**src/rtl/unified_mem_arbiter.sv**
```systemverilog
// unified_mem_arbiter: shares one single-ported memory between the CPU
// instruction-fetch port and the data port. Data requests have fixed priority.
// A starvation counter forces a fetch grant after STARVE_LIMIT consecutive
// data wins while a fetch waits. One transaction is outstanding at a time.
// A memory that never acknowledges is aborted after TIMEOUT busy cycles.
//
// Handshake: a requester raises *_req with stable address/data and keeps them
// stable until its *_ready pulses for exactly one cycle. rdata/err are valid in
// that cycle. Toward memory, mem_req stays high with stable mem_addr,
// mem_wdata and mem_wen until the cycle mem_ack is seen. mem_rdata is valid in
// the same cycle as mem_ack. An ack outside BUSY is ignored.
module unified_mem_arbiter #(
  parameter int ADDR_W       = 32,
  parameter int DATA_W       = 32,
  parameter int STARVE_LIMIT = 4,
  parameter int TIMEOUT      = 64
) (
  input  logic              clk,
  input  logic              rst_n,
  input  logic              if_req,
  input  logic [ADDR_W-1:0] if_addr,
  output logic              if_ready,
  output logic [DATA_W-1:0] if_rdata,
  output logic              if_err,
  input  logic              dm_req,
  input  logic [ADDR_W-1:0] dm_addr,
  input  logic [DATA_W-1:0] dm_wdata,
  input  logic [3:0]        dm_wen,
  output logic              dm_ready,
  output logic [DATA_W-1:0] dm_rdata,
  output logic              dm_err,
  output logic              mem_req,
  output logic [ADDR_W-1:0] mem_addr,
  output logic [DATA_W-1:0] mem_wdata,
  output logic [3:0]        mem_wen,
  input  logic              mem_ack,
  input  logic [DATA_W-1:0] mem_rdata,
  output logic              busy
);

  typedef enum logic [1:0] {IDLE = 2'd0, BUSY = 2'd1, RESP = 2'd2} state_e;

  localparam int SC_W = $clog2(STARVE_LIMIT + 1);
  localparam int TO_W = (TIMEOUT > 0) ? $clog2(TIMEOUT + 1) : 1;
  localparam logic [SC_W-1:0] STARVE_MAX = SC_W'(STARVE_LIMIT);
  localparam logic [TO_W-1:0] TO_LAST    = (TIMEOUT > 0) ? TO_W'(TIMEOUT - 1) : '0;
  localparam logic [DATA_W-1:0] ABORT_WORD = DATA_W'(32'hDEADBEEF);

  state_e            state_q, state_d;
  logic              grant_data_q, grant_data_d;
  logic [SC_W-1:0]   starve_q, starve_d;
  logic [TO_W-1:0]   tmo_q, tmo_d;
  logic              mem_req_q, mem_req_d;
  logic [ADDR_W-1:0] mem_addr_q, mem_addr_d;
  logic [DATA_W-1:0] mem_wdata_q, mem_wdata_d;
  logic [3:0]        mem_wen_q, mem_wen_d;
  logic              if_ready_q, if_ready_d;
  logic [DATA_W-1:0] if_rdata_q, if_rdata_d;
  logic              if_err_q, if_err_d;
  logic              dm_ready_q, dm_ready_d;
  logic [DATA_W-1:0] dm_rdata_q, dm_rdata_d;
  logic              dm_err_q, dm_err_d;

  logic              pick_data;
  logic              fin;
  logic              fin_err;
  logic [DATA_W-1:0] fin_rdata;

  // Next-state, arbitration, timeout and response formation.
  always_comb begin
    state_d      = state_q;
    grant_data_d = grant_data_q;
    starve_d     = starve_q;
    tmo_d        = tmo_q;
    mem_addr_d   = mem_addr_q;
    mem_wdata_d  = mem_wdata_q;
    mem_wen_d    = mem_wen_q;
    if_ready_d   = 1'b0;
    if_rdata_d   = if_rdata_q;
    if_err_d     = 1'b0;
    dm_ready_d   = 1'b0;
    dm_rdata_d   = dm_rdata_q;
    dm_err_d     = 1'b0;
    pick_data    = 1'b0;
    fin          = 1'b0;
    fin_err      = 1'b0;
    fin_rdata    = '0;

    case (state_q)
      IDLE: begin
        if (if_req || dm_req) begin
          // Data wins unless a waiting fetch has been passed over STARVE_LIMIT times.
          pick_data    = dm_req && !(if_req && (starve_q == STARVE_MAX));
          grant_data_d = pick_data;
          state_d      = BUSY;
          tmo_d        = '0;
          if (pick_data) begin
            mem_addr_d  = dm_addr;
            mem_wdata_d = dm_wdata;
            mem_wen_d   = dm_wen;
            if (if_req && (starve_q != STARVE_MAX)) begin
              starve_d = starve_q + SC_W'(1);
            end
          end else begin
            mem_addr_d  = if_addr;
            mem_wdata_d = '0;
            mem_wen_d   = 4'b0000;
            starve_d    = '0;
          end
        end
      end
      BUSY: begin
        if (mem_ack) begin
          fin       = 1'b1;
          fin_rdata = mem_rdata;
          state_d   = RESP;
        end else if ((TIMEOUT != 0) && (tmo_q == TO_LAST)) begin
          fin       = 1'b1;
          fin_err   = 1'b1;
          fin_rdata = ABORT_WORD;
          state_d   = RESP;
        end else if (TIMEOUT != 0) begin
          tmo_d = tmo_q + TO_W'(1);
        end
      end
      RESP: begin
        state_d = IDLE;
      end
      default: begin
        state_d = IDLE;
      end
    endcase

    // The response registers of the granted side load as BUSY completes.
    if (fin) begin
      if (grant_data_q) begin
        dm_ready_d = 1'b1;
        dm_rdata_d = fin_rdata;
        dm_err_d   = fin_err;
      end else begin
        if_ready_d = 1'b1;
        if_rdata_d = fin_rdata;
        if_err_d   = fin_err;
      end
    end

    mem_req_d = (state_d == BUSY);
  end

  // State and output registers; reset discards any transaction in flight.
  always_ff @(posedge clk) begin
    if (!rst_n) begin
      state_q      <= IDLE;
      grant_data_q <= 1'b0;
      starve_q     <= '0;
      tmo_q        <= '0;
      mem_req_q    <= 1'b0;
      mem_addr_q   <= '0;
      mem_wdata_q  <= '0;
      mem_wen_q    <= 4'b0000;
      if_ready_q   <= 1'b0;
      if_rdata_q   <= '0;
      if_err_q     <= 1'b0;
      dm_ready_q   <= 1'b0;
      dm_rdata_q   <= '0;
      dm_err_q     <= 1'b0;
    end else begin
      state_q      <= state_d;
      grant_data_q <= grant_data_d;
      starve_q     <= starve_d;
      tmo_q        <= tmo_d;
      mem_req_q    <= mem_req_d;
      mem_addr_q   <= mem_addr_d;
      mem_wdata_q  <= mem_wdata_d;
      mem_wen_q    <= mem_wen_d;
      if_ready_q   <= if_ready_d;
      if_rdata_q   <= if_rdata_d;
      if_err_q     <= if_err_d;
      dm_ready_q   <= dm_ready_d;
      dm_rdata_q   <= dm_rdata_d;
      dm_err_q     <= dm_err_d;
    end
  end

  assign if_ready  = if_ready_q;
  assign if_rdata  = if_rdata_q;
  assign if_err    = if_err_q;
  assign dm_ready  = dm_ready_q;
  assign dm_rdata  = dm_rdata_q;
  assign dm_err    = dm_err_q;
  assign mem_req   = mem_req_q;
  assign mem_addr  = mem_addr_q;
  assign mem_wdata = mem_wdata_q;
  assign mem_wen   = mem_wen_q;
  assign busy      = (state_q != IDLE);

endmodule
```
**config.mk**
```make
export PLATFORM = sky130hd
export DESIGN_NAME = unified_mem_arbiter
export DESIGN_NICKNAME = d
export VERILOG_FILES = /design/src/rtl/unified_mem_arbiter.sv
export SDC_FILE = /design/constraint.sdc
export NUM_CORES = 1
export LEC_CHECK = 0
export ABC_AREA = 1
export BUFFER_PORTS_ARGS = -buffer_cell sky130_fd_sc_hd__buf_2
export CAP_MARGIN = 10
export CORE_UTILIZATION = 48
export CTS_CLUSTER_DIAMETER = 200
export CTS_CLUSTER_SIZE = 8
export DETAILED_ROUTE_END_ITERATION = 8
export GPL_TIMING_DRIVEN = 0
export PLACE_DENSITY = 0.82
export SYNTH_ARGS = -nofsm -noshare
export SYNTH_HDL_FRONTEND = slang
export SYNTH_SLANG_ARGS = --single-unit
```
**constraint.sdc**
```tcl
create_clock -name clk -period 1.7 [get_ports clk]
set_input_delay 0.085 -clock clk [delete_from_list [all_inputs] [get_ports clk]]
set_output_delay 0.085 -clock clk [all_outputs]
set_load 0.01 [all_outputs]
```
# Yosys cells after proc, flatten, opt, wreduce, memory -nomap -nowiden
# Cells that the tools add are included.
# Widths: inputs -> output; s select.
word_totals:
  word_cells: 67
  register_bits: 150
  output_inout_bits: 138
  inputBits: 137
op_classes:
  bitwise_logic: 3
  n_eq_ne: 9
  addsub: 2
  muxes: 23
  n_reduce_logical: 16
op_table:
  columns: ["cell", "count"]
  rows:
  - ["$mux 32", 5]
  - ["$mux 7", 3]
  - ["$pmux 7 s2", 1]
  - ["$reduce_and 2->1", 4]
  - ["$add 7x1->7 const B", 1]
  - ["$eq 7x6->1 const B", 1]
  - ["$mux 1", 7]
  - ["$mux 2", 3]
  - ["$mux 3", 2]
  - ["$ne 2x2->1 const B", 3]
  - ["$reduce_and 3->1", 2]
  - ["$eq 2x1->1 const B", 2]
  - ["$mux 4", 1]
  - ["$pmux 2 s2", 1]
  - ["$reduce_and 4->1", 1]
  - ["$reduce_bool 2->1", 2]
  - ["$add 3x1->3 const B", 1]
  - ["$eq 3x3->1 const B", 1]
  - ["$logic_and 1x1->1", 3]
  - ["$ne 3x3->1 const B", 1]
  - ["$not 1->1", 3]
  - ["$reduce_or 3->1", 1]
  - ["$logic_not 2->1", 1]
  - ["$ne 2x1->1 const B", 1]
  - ["2 further kinds", 2]

# Logic depth before layout (Yosys ltp)
depth:
  depth_word: 6
  ltp_mapped: 10
  depth_no_buf: 9

# Worst setup path before layout
# OpenSTA, ideal clock, no wires.
synth_path:
  kind: "reg-to-reg"
  startpoint: "reg tmo_q[0]"
  endpoint: "reg if_rdata_q[20] (netlist: if_rdata[20])"
  period_less_slack_ns: 1.387
  slack_ns: 0.313
  t_required_ns: 1.568
  setup_ns: 0.132
  path_buffers: 1
  arrival_time_ns: 1.254
  stages_incl_launch_ff: 10
  cell_sequence: "dfxtp_1 ha_1 nand2_1 nor2_4 nand2_4 nand2_8 nand3_4 buf_6 nand2_1 a21oi_1"
synth_via:
  elab_chain_len: 5
synth_rtl:
  columns: ["element", "line", "text"]
  rows:
  - ["start, declared", "52", "logic [TO_W-1:0] tmo_q, tmo_d;"]
  - ["start signal, assigned", "171", "tmo_q <= tmo_d;"]
  - ["$eq 7x6->1", "117", "end else if ((TIMEOUT != 0) && (tmo_q == TO_LAST)) begin"]
  - ["$mux 1", "117", null]
  - ["$mux 1", "113", "if (mem_ack) begin"]
  - ["$mux 1", "89", "case (state_q)"]
  - ["$reduce_and 2->1 (no source line)", null, null]
  - ["end signal, assigned", "177", "if_rdata_q <= if_rdata_d;"]
  - ["end, declared", "58", "logic [DATA_W-1:0] if_rdata_q, if_rdata_d;"]
# No other way between the ends.
# A chain may end at the register's enable or synchronous reset.

# Final worst setup path
layout_path:
  startpoint: "reg starve_q[0]"
  endpoint: "reg mem_wdata_q[3] (netlist: mem_wdata[3])"
layout_via:
  elab_chain_len: 5
layout_rtl:
  columns: ["element", "line", "text"]
  rows:
  - ["start, declared", "51", "logic [SC_W-1:0] starve_q, starve_d;"]
  - ["start signal, assigned", "170", "starve_q <= starve_d;"]
  - ["$eq 3x3->1", "93", "pick_data = dm_req && !(if_req && (starve_q == STARVE_MAX));"]
  - ["$logic_and 1x1->1", "93", null]
  - ["$logic_not 1->1", "93", null]
  - ["$logic_and 1x1->1", "93", null]
  - ["$mux 32", "97", "if (pick_data) begin"]
  - ["end signal, assigned", "174", "mem_wdata_q <= mem_wdata_d;"]
  - ["end, declared", "55", "logic [DATA_W-1:0] mem_wdata_q, mem_wdata_d;"]
# No other way between the ends.

==> results.txt <==
Inst Count DP = 1,307
GR Util All Layers = 0.293
Register Area = 3000 um^2
Initial DRC Count = 550
Synth top cells by count = nand2_1 (216), dfxtp_1 (150), inv_1 (113)
vias per std cell = 5.10
Power Density = 991 nW/um^2
synthesized instance count = 858
multiplexer area fraction after synthesis = 0
Synth warnings = 0
peak supply drop = 0.766 mV
Synth Register Bits = 150
detailed-route via count = 7,099
Yosys top cell by area = dfxtp_1
Slew @ Worst Pin = 583 ps
Hold Fails Final Rpt = 0
fraction of registers with async set/reset = 0
Rel. slew slack = 0.612
clock sinks = 150
Core ar. = 13,300 um^2
final setup fails = 0
# Max-Cap Violations = 0
GRT overflow = 0
CTS H-Tree Depth = 4
Yosys top cell area share = 0.458
P&R area growth vs syn = 41.3%
Hold WC Path Type = input pin to register
RR Startpoint = starve_q[0]$_SDFFE_PN0P_
hold slack final = 10.3 ps
sequential share of the synthesized area = 0.458
first-pass GRT wire length = 32,600 um
dominant cells by area after synthesis = dfxtp_1 (46%), nand2_1 (12%), inv_1 (6.5%)
Post-synth top flop = dfxtp_1
status = finished, final reports clean
fin nets = 1,342
crit end category = register
adder-cell share of the synthesized area = 0.00572
clk buf depth = 2
Slew Viols, Final = 0
layout cells sized above 1 = 0.340
RSZ-0062 raised after global routing = no
# fillers = 1,072
Startpoint Class = register
type of the worst setup path = register to register
Rows = 42
WL per Instance = 14.8 um
Peak Freq = 638 MHz
Clk Latency, worst-skew pair = 420 ps
DR pass1 iterations = 5
Clock Pin Slew Worst Setup and Hold Paths = 60 ps
Crit-path slowest cell = dfxtp_1
final setup TNS = 0 ps
Final GP Congestion = 0.857
Syn Area/Cell = 7.65 um^2
Root Buffer = clkbuf_16
EDFF count, synth = 0
DRT Wirelength = 20,700 um
die area = 14,100 um^2
area occupied by multi-input gates = 2750 um^2
Post-Syn Nets = 998
fin cells = 1,392
vias in the first global route = 6,818
R2R depth = 8
Residual DRC = 0
Final Instance Area = 9270 um^2
min-delay src = if_addr[11]
period utilization = 0.922
minimum clock period = 1570 ps
most used cell, CP = nand3_1
largest family of logic cells by synthesized area = simple AND/OR/NAND/NOR gates
Worst Setup SP = starve_q[0]$_SDFFE_PN0P_
IO Count = 275
post-CTS setup buffer count = 0
CP max FO = 10
Post-Place Cell Area = 8150 um^2
Die X-Extent = 119 um
HPWL Detailed = 14,100 um
Critical Path RT = 2040 ps
CTS tree = done
Power Total = 9190 uW
WP data arrival = 1910 ps
library cells used by synthesis = 28
PortBufs = 273
ANT nets after route = 0
most frequent cell after synthesis = nand2_1
worst clock skew = 10.9 ps
worst path cell trace = inv_1 -> ha_1 -> nand3_1 -> nand2_2 -> inv_4 -> buf_2 -> nand3_1 -> a21oi_1
CTS buffer count = 17
max incr delay on CP = 350 ps
Initial Util = 0.494
hold path cells = 5
initial antenna violation count = 1
Post-Synth Simple-Gate Area = 0.262
pin count of the biggest net entering global routing = 17
post-synthesis compound-gate area fraction = 0.150
Die Height = 119 um
Cell Area, Synth = 6560 um^2
leakage = 0.00458 uW
post-synthesis xor/xnor area fraction = 0.00133
power breakdown:
part           switching, uW  leakage (uW)  internal (uW)
clock                   1420      0.000288           2270
combinational            975       0.00306            663
sequential               118       0.00123           3740
total                   2510       0.00458           6680
critical path: cells and delay by family, from the launching register on:
kind / cells / cell delay, ps
simple gates: 3 / 370
compound gates: 1 / 160
fa+ha+maj: 1 / 190
flops: 1 / 350
buf+inv: 3 / 430
metal layers:
metal | GRT usage | share of wire
met1 | 0.325 | 0.39
met2 | 0.514 | 0.49
met5 | 0 | 0
met3 | 0.0560 | 0.064
met4 | 0.183 | 0.056
worst paths after layout:
kind / end / slack, ps
max reg2reg: mem_wdata[3]$_SDFFE_PN0P_ / 130
max: mem_wdata[3]$_SDFFE_PN0P_ / 130
min: mem_addr[11]$_SDFFE_PN0P_ / 10
min reg2reg: dm_rdata[31]$_SDFFE_PN0P_ / 450
final cells by class:
class | instances | share of cell area
Tap cell | 176 | 0.0238
Buffer | 64 | 0.0390
Clock inverter | 8 | 0.0105
Timing Repair Buffer | 326 | 0.205
Antenna cell | 1 | 0.000270
Clock buffer | 24 | 0.0520
Multi-Input combinational cell | 522 | 0.297
Sequential cell | 150 | 0.324
Inverter | 121 | 0.0493
cell usage in the layout (no fill, tap or decap), types with 2 or more instances in the layout:
master / n
o211ai_1: 32
o21ai_0: 3
buf_1: 9
nand3_1: 74
clkinv_4: 2
nand2_4: 2
inv_2: 6
inv_1: 113
nor2_4: 3
clkbuf_1: 18
dfxtp_1: 149
nand2_1: 215
nand4_1: 49
a21oi_1: 59
buf_6: 6
a21oi_2: 48
clkinv_2: 4
ha_1: 3
nand3_4: 2
buf_2: 295
clkbuf_16: 17
nand2_2: 3
buf_4: 12
nor2_1: 22
bufinv_16: 2
nor2_2: 2
clkbuf_8: 3
dlygate4sd3_1: 53
what timing repair did:
| item | in CTS | in global routing |
|---|---|---|
| gates resized for setup | 0 | 10 |
| hold endpoints to repair | 51 | 0 |
| hold buffers | 53 | 0 |
| setup endpoints to repair | 0 | 56 |
flip-flops by register name (all words and copies together), names as in the netlist, 2 cells and up:
register,count
mem_wdata,32
state_q,2
starve_q,3
mem_wen,4
dm_rdata,32
mem_addr,32
if_rdata,32
tmo_q,7
per-stage QoR:
step,utilization,setup slack [ps]
floorplan,-,313
global placement,0.613,53.0
detailed placement,0.613,45.1
CTS,0.696,5.90
global route,0.697,7.38
finish,0.697,132
logic make-up after synthesis:
group,count (synthesis)
buf+inv,186
xor+xnor,1
fa+ha+maj,3
simple gates,374
compound gates,144
flops,150
Note: power is estimated with default switching activity, not from simulation.
